### src/rtl/elevator_pkg.sv
// Shared types and helpers for the N-floor SCAN elevator controller.
package elevator_pkg;

    // Controller state; outputs are decoded directly from this.
    typedef enum logic [1:0] {
        IDLE      = 2'd0,
        MOVE_UP   = 2'd1,
        MOVE_DOWN = 2'd2,
        DOOR      = 2'd3
    } state_t;

    // Direction remembered across stops so SCAN keeps sweeping the same way.
    typedef enum logic {
        UP = 1'b0,
        DN = 1'b1
    } dir_t;

    // Width needed to index 0..n-1; never returns zero so n=1 counters stay legal.
    function automatic int floor_w(input int n);
        if (n > 1) begin
            return $clog2(n);
        end else begin
            return 1;
        end
    endfunction

endpackage

### src/rtl/elevator_req_scan.sv
// Looks at the latched calls relative to the car: anything above, anything
// below, and whether the current floor itself is called.
module elevator_req_scan
    import elevator_pkg::*;
#(
    parameter int FLOORS = 4
) (
    input  logic [FLOORS-1:0]          pending,
    input  logic [floor_w(FLOORS)-1:0] cur_floor,
    output logic                       ahead_up,
    output logic                       ahead_dn,
    output logic                       here
);

    // Reduce every call bit into above / below / here relative to the car.
    always_comb begin
        ahead_up = 1'b0;
        ahead_dn = 1'b0;
        here     = 1'b0;
        for (int i = 0; i < FLOORS; i++) begin
            if (i > int'(cur_floor)) begin
                ahead_up = ahead_up | pending[i];
            end else if (i < int'(cur_floor)) begin
                ahead_dn = ahead_dn | pending[i];
            end else begin
                here = pending[i];
            end
        end
    end

endmodule

### src/rtl/elevator_ctrl_n.sv
// N-floor elevator controller with SCAN scheduling: latches floor calls,
// sweeps in one direction while calls remain ahead, opens the door at each
// called floor. All outputs come from registers only.
module elevator_ctrl_n
    import elevator_pkg::*;
#(
    parameter int FLOORS        = 4,
    parameter int DOOR_CYCLES   = 3,
    parameter int TRAVEL_CYCLES = 2
) (
    input  logic                       clk,
    input  logic                       rst,
    input  logic [FLOORS-1:0]          req,
    output logic [floor_w(FLOORS)-1:0] cur_floor,
    output logic                       dir_up,
    output logic                       dir_down,
    output logic                       door_open,
    output logic                       idle,
    output logic                       arrive,
    output logic [FLOORS-1:0]          pending
);

    localparam int FW  = floor_w(FLOORS);
    localparam int DCW = floor_w(DOOR_CYCLES);
    localparam int TCW = floor_w(TRAVEL_CYCLES);

    localparam logic [FW-1:0]     TOP_FLOOR   = FW'(FLOORS - 1);
    localparam logic [DCW-1:0]    DOOR_RELOAD = DCW'(DOOR_CYCLES - 1);
    localparam logic [TCW-1:0]    TRAV_RELOAD = TCW'(TRAVEL_CYCLES - 1);
    localparam logic [FLOORS-1:0] BIT0        = {{(FLOORS-1){1'b0}}, 1'b1};

    state_t            state_r,     state_s;
    dir_t              last_dir_r,  last_dir_s;
    logic [FW-1:0]     cur_floor_r, floor_s;
    logic [FLOORS-1:0] pending_r,   pending_s;
    logic [DCW-1:0]    door_cnt_r,  door_cnt_s;
    logic [TCW-1:0]    trav_cnt_r,  trav_cnt_s;
    logic              arrive_r,    arrive_s;
    logic [FLOORS-1:0] clr_s;
    logic [FW-1:0]     floor_up_s,  floor_dn_s;
    logic              ahead_up_s,  ahead_dn_s, here_s;
    logic              fwd_s,       rev_s;

    elevator_req_scan #(.FLOORS(FLOORS)) u_scan (
        .pending   (pending_r),
        .cur_floor (cur_floor_r),
        .ahead_up  (ahead_up_s),
        .ahead_dn  (ahead_dn_s),
        .here      (here_s)
    );

    assign floor_up_s = cur_floor_r + FW'(1);
    assign floor_dn_s = cur_floor_r - FW'(1);
    // Calls ahead in the remembered direction, and behind it.
    assign fwd_s      = (last_dir_r == UP) ? ahead_up_s : ahead_dn_s;
    assign rev_s      = (last_dir_r == UP) ? ahead_dn_s : ahead_up_s;

    // Next-state, timer and call-mask decisions; FSM reads registered calls only.
    always_comb begin
        state_s    = state_r;
        floor_s    = cur_floor_r;
        last_dir_s = last_dir_r;
        door_cnt_s = door_cnt_r;
        trav_cnt_s = trav_cnt_r;
        arrive_s   = 1'b0;
        clr_s      = {FLOORS{1'b0}};
        case (state_r)
            IDLE: begin
                if (here_s) begin
                    state_s    = DOOR;
                    door_cnt_s = DOOR_RELOAD;
                    clr_s      = BIT0 << cur_floor_r;
                end else if (fwd_s || rev_s) begin
                    // Both-ahead case resolves to the remembered direction.
                    if ((last_dir_r == UP) == fwd_s) begin
                        state_s    = MOVE_UP;
                        last_dir_s = UP;
                    end else begin
                        state_s    = MOVE_DOWN;
                        last_dir_s = DN;
                    end
                    trav_cnt_s = TRAV_RELOAD;
                end else begin
                    state_s = IDLE;
                end
            end
            MOVE_UP, MOVE_DOWN: begin
                if (trav_cnt_r != {TCW{1'b0}}) begin
                    trav_cnt_s = trav_cnt_r - TCW'(1);
                end else begin
                    floor_s  = (state_r == MOVE_UP) ? floor_up_s : floor_dn_s;
                    arrive_s = 1'b1;
                    if (pending_r[floor_s]) begin
                        state_s    = DOOR;
                        door_cnt_s = DOOR_RELOAD;
                        clr_s      = BIT0 << floor_s;
                    end else if ((floor_s == TOP_FLOOR) || (floor_s == {FW{1'b0}})) begin
                        // Unreachable while a call ahead exists; never drive past an end stop.
                        state_s = IDLE;
                    end else begin
                        trav_cnt_s = TRAV_RELOAD;
                    end
                end
            end
            DOOR: begin
                // Calls for this floor are absorbed while the door is open.
                clr_s = BIT0 << cur_floor_r;
                if (req[cur_floor_r]) begin
                    door_cnt_s = DOOR_RELOAD;
                end else if (door_cnt_r != {DCW{1'b0}}) begin
                    door_cnt_s = door_cnt_r - DCW'(1);
                end else if (fwd_s || rev_s) begin
                    if ((last_dir_r == UP) == fwd_s) begin
                        state_s    = MOVE_UP;
                        last_dir_s = UP;
                    end else begin
                        state_s    = MOVE_DOWN;
                        last_dir_s = DN;
                    end
                    trav_cnt_s = TRAV_RELOAD;
                end else begin
                    state_s = IDLE;
                end
            end
            default: begin
                state_s = IDLE;
            end
        endcase
        pending_s = (pending_r | req) & ~clr_s;
    end

    // State, position, call latch and timers; reset parks the car at floor 0.
    always_ff @(posedge clk) begin
        if (rst) begin
            state_r     <= IDLE;
            last_dir_r  <= UP;
            cur_floor_r <= {FW{1'b0}};
            pending_r   <= {FLOORS{1'b0}};
            door_cnt_r  <= {DCW{1'b0}};
            trav_cnt_r  <= {TCW{1'b0}};
            arrive_r    <= 1'b0;
        end else begin
            state_r     <= state_s;
            last_dir_r  <= last_dir_s;
            cur_floor_r <= floor_s;
            pending_r   <= pending_s;
            door_cnt_r  <= door_cnt_s;
            trav_cnt_r  <= trav_cnt_s;
            arrive_r    <= arrive_s;
        end
    end

    assign cur_floor = cur_floor_r;
    assign pending   = pending_r;
    assign arrive    = arrive_r;
    assign dir_up    = (state_r == MOVE_UP);
    assign dir_down  = (state_r == MOVE_DOWN);
    assign door_open = (state_r == DOOR);
    assign idle      = (state_r == IDLE);

endmodule
### config.mk
export PLATFORM = sky130hd
export DESIGN_NAME = elevator_ctrl_n
export DESIGN_NICKNAME = d
export VERILOG_FILES = /design/src/rtl/elevator_pkg.sv /design/src/rtl/elevator_req_scan.sv /design/src/rtl/elevator_ctrl_n.sv
export SDC_FILE = /design/constraint.sdc
export NUM_CORES = 1
export LEC_CHECK = 0
export BUFFER_PORTS_ARGS = -buffer_cell sky130_fd_sc_hd__buf_2
export CORE_ASPECT_RATIO = 0.75
export CORE_MARGIN = 2
export CORE_UTILIZATION = 59
export DETAILED_ROUTE_END_ITERATION = 10
export GPL_TIMING_DRIVEN = 0
export PLACE_DENSITY_LB_ADDON = 0.12
export SKIP_LAST_GASP = 1
export SLEW_MARGIN = 20
export SYNTH_ARGS = -nofsm -noshare
export SYNTH_HDL_FRONTEND = slang
export SYNTH_SLANG_ARGS = --single-unit
export TNS_END_PERCENT = 100
### constraint.sdc
create_clock -name clk -period 3.66 [get_ports clk]
set_input_delay 0.183 -clock clk [delete_from_list [all_inputs] [get_ports clk]]
set_output_delay 0.183 -clock clk [all_outputs]
set_load 0.03 [all_outputs]
==> impl_results.md <==
- Starting Density: 0.623
- Top-area cell type share of the netlist area: 0.245
- RePlAce Congestion: between 0.9 and 1
- Cts bufs inserted: 3
- Part of the power in registers: 0.224
- Avg Cell Area, Syn: ~8.6 um^2
- Clock sink count: 13
- Worst vdd ir: between 0.0005 and 0.0006 V
- Worst-path cell chain: clkbuf_1 -> inv_1 -> ha_1 -> xor2_2 -> inv_1 -> ha_1 -> a21oi_1 -> a21oi_1 -> a2111oi_0 -> o2bb2ai_1
- Critical Path Sink Type: register
- Drt via density: between 6 and 7
- Wirelength per Cell: 15.6 um
- Cts repair resizes: 0
- DP Worst Slack: between 0.8 and 0.9 ns
- Synth unique cells: 37
- Global Route Usage Sum: 0.277
- Dominant synthesized flop cell: dfxtp_1
- Critical path launch point type: register
- Dpl cell area: between 1000 and 1500 um^2
- Drt drc: 0
- Clk slew on worst S/H paths: ~0.090 ns
- Fillers: between 100 and 150
- FF-to-FF setup slack: between 0.8 and 0.9 ns
- Synth Cell Area: ~1100 um^2
- Final Cell Area: between 1000 and 1500 um^2
- Diodes inserted: 0
- Largest net degree at the start of global routing: 11
- H-tree Lvls: 1
- Antenna viol nets, final: 0
- Setup Fix Bufs, Post-CTS: 0
- Clock Power Share: 0.088
- Detailed Routing Iterations Pass 1: 4
- PD cells: 874 nW/um^2
- Worst-case clock buffer depth: 2
- Max Cap Viol: 0
- Rel. slew slack: 0.599
- CTS tree: yes
- Final Total Pwr: about 1000 uW
- Final net count: between 150 and 200
- Final setup fails: 0
- Kind of cell adding the most delay to the critical path: compound AO/OA/AOI/OAI gates
- Synthesized flop and latch total: 13
- Final WS setup: around 0.85 ns
- Setup_tns: 0 ns
- Area grow syn2layout: 12.6%
- Slowest-stage cell, CP: a2111oi_0
- Status: finished clean
- Via count: approximately 1000
- Antenna violations before repair: 0
- Yosys top cell by area: dfxtp_1
- Final Max Slew Viols: 0
- RSZ-0062 raised after global routing: false
- EDFF count, synth: 0
- Mapped Cells: 123
- CP max stage delay: 0.47 ns
- CTS root buf: clkbuf_4
- Post-Route Utilization: 0.701
- Leak: 0.000542 uW
- IO buf count: 16
- Fmax: about 0.36 GHz
- Most common cell after layout, fill and taps aside: buf_2
- Die Ht: a little over 40 um
- CP bufs+invs: 3
- Final Hold Viols: 0
- Combinational share of power: 0.688
- Post-CTS Hold Fix Bufs: 0
- Die area: about 2200 um^2
- WP data required: between 3 and 4 ns
- Worst-Margin Slew: about 0.6 ns
- Top post-synthesis cells by area: dfxtp_1, ha_1, nand2b_1, inv_1, o21bai_1
- Synth warnings: 0
- Async SR Flop Fraction: 0
- DP HPWL: just over 2000 um
- Clock Latency Late Sink: ~0.28 ns
- Critical path type: register to register
- Vias in the first global route: just under 900
- Final critical-path required period: 2.81 ns
- Core area: roughly 1700 um^2
- Site Rows: 13
- Num ports: 17
- Worst hold path class: input pin to register
- Register area share after synthesis: 0.245
- Share of cells above drive strength 1: 0.182
- Most frequent cells in the layout: buf_2, ha_1, dfxtp_1, inv_1
- Clk_skew: roughly 0.009 ns
- P_sw: about 540 uW
- Global-route wire length before repair: about 4000 um
- Crit share post-route: 0.767
- Die width: around 53 um
- Internal power: roughly 500 uW
- Grt ovf: 0
- Syn_nets: 143
- Aggregate routed wire length: about 2600 um
- Sw Share: 0.518
- DR iter-0 viols: 26
- Worst EP arrival: approximately 3.0 ns
- Worst Path Max Fanout: 8
area by class of cell:
| class | count | area [um^2] | share of cell area |
|---|---|---|---|
| buffer | 5 | 20.0 | 0.0167 |
| clock buffer | 4 | 26.3 | 0.0219 |
| inverter | 12 | 45.0 | 0.0376 |
| multi-input combinational | 93 | 738 | 0.617 |
| sequential | 13 | 260 | 0.217 |
| tap | 22 | 27.5 | 0.0230 |
| timing repair buffer | 16 | 80.1 | 0.0669 |
sequential cells by signal, indices dropped and copies added (netlist names):
register    cells
trav_cnt_r      1
last_dir_r      1
arrive          1
door_cnt_r      2
cur_floor       2
state_r         2
pending         4
cell families (layout without fill, tap and decap cells):
logic type                 count (synthesis)  after routing  share of synthesized area
DFF                                       13             13                      0.245
muxes                                      6              6                     0.0694
buffers and inverters                     17             37                     0.0612
xor gates and xnor gates                   2              2                     0.0235
and+or+nand+nor                           34             34                      0.168
AOI/OAI and AO/OA                         37             37                      0.268
adders and majority gates                 14             14                      0.165
cells in the mapped netlist (3+ instances only):
cell,instances
clkbuf_1,4
o21bai_1,6
nor2_1,10
o211ai_1,4
ha_1,14
nand2_1,5
dfxtp_1,13
and2_1,3
nand2b_1,10
a221oi_1,3
a21oi_1,6
inv_1,12
mux2i_1,4
worst paths after layout:
check | from | end | cells after the start
min reg2reg | door_cnt_r[1] | door_cnt_r[1] | 2
max | cur_floor[1] | state_r[0] | 10
max reg2reg | cur_floor[1] | state_r[0] | 10
min | req[1] | pending[1] | 3
through the flow:
step	std cells	hold slack (ns)
CTS	165	0.218
global route	165	0.218
global placement	161	0.459
detailed placement	161	0.482
floorplan	123	0.358
finish	165	0.210
power by group through the flow:
| stage | sequential [uW] | clock, uW | combinational [uW] |
|---|---|---|---|
| 3_3_place_gp | 230 | 0 | 685 |
| 3_5_place_dp | 237 | 0 | 709 |
| 4_1_cts | 233 | 90.0 | 715 |
| 2_1_floorplan | 267 | 0 | 509 |
| 5_1_grt | 241 | 99.2 | 786 |
| 6_report | 235 | 91.8 | 720 |
layer usage:
layer	GRT usage	routed length, um	part of all wire
met1	0.352	1220	0.47
met2	0.459	1170	0.45
met3	0.0912	176	0.068
met4	0.0705	13	0.0050
met5	0	0	0
worst reg2reg max path: cells and delay by family (launching register included):
kind            cells  cell delay [ns]
compound gates      4             0.86
flops               1             0.39
buf+inv             3             0.52
fa+ha+maj           2             0.64
xor+xnor            1             0.34
Power figures use the tool's default switching activity.
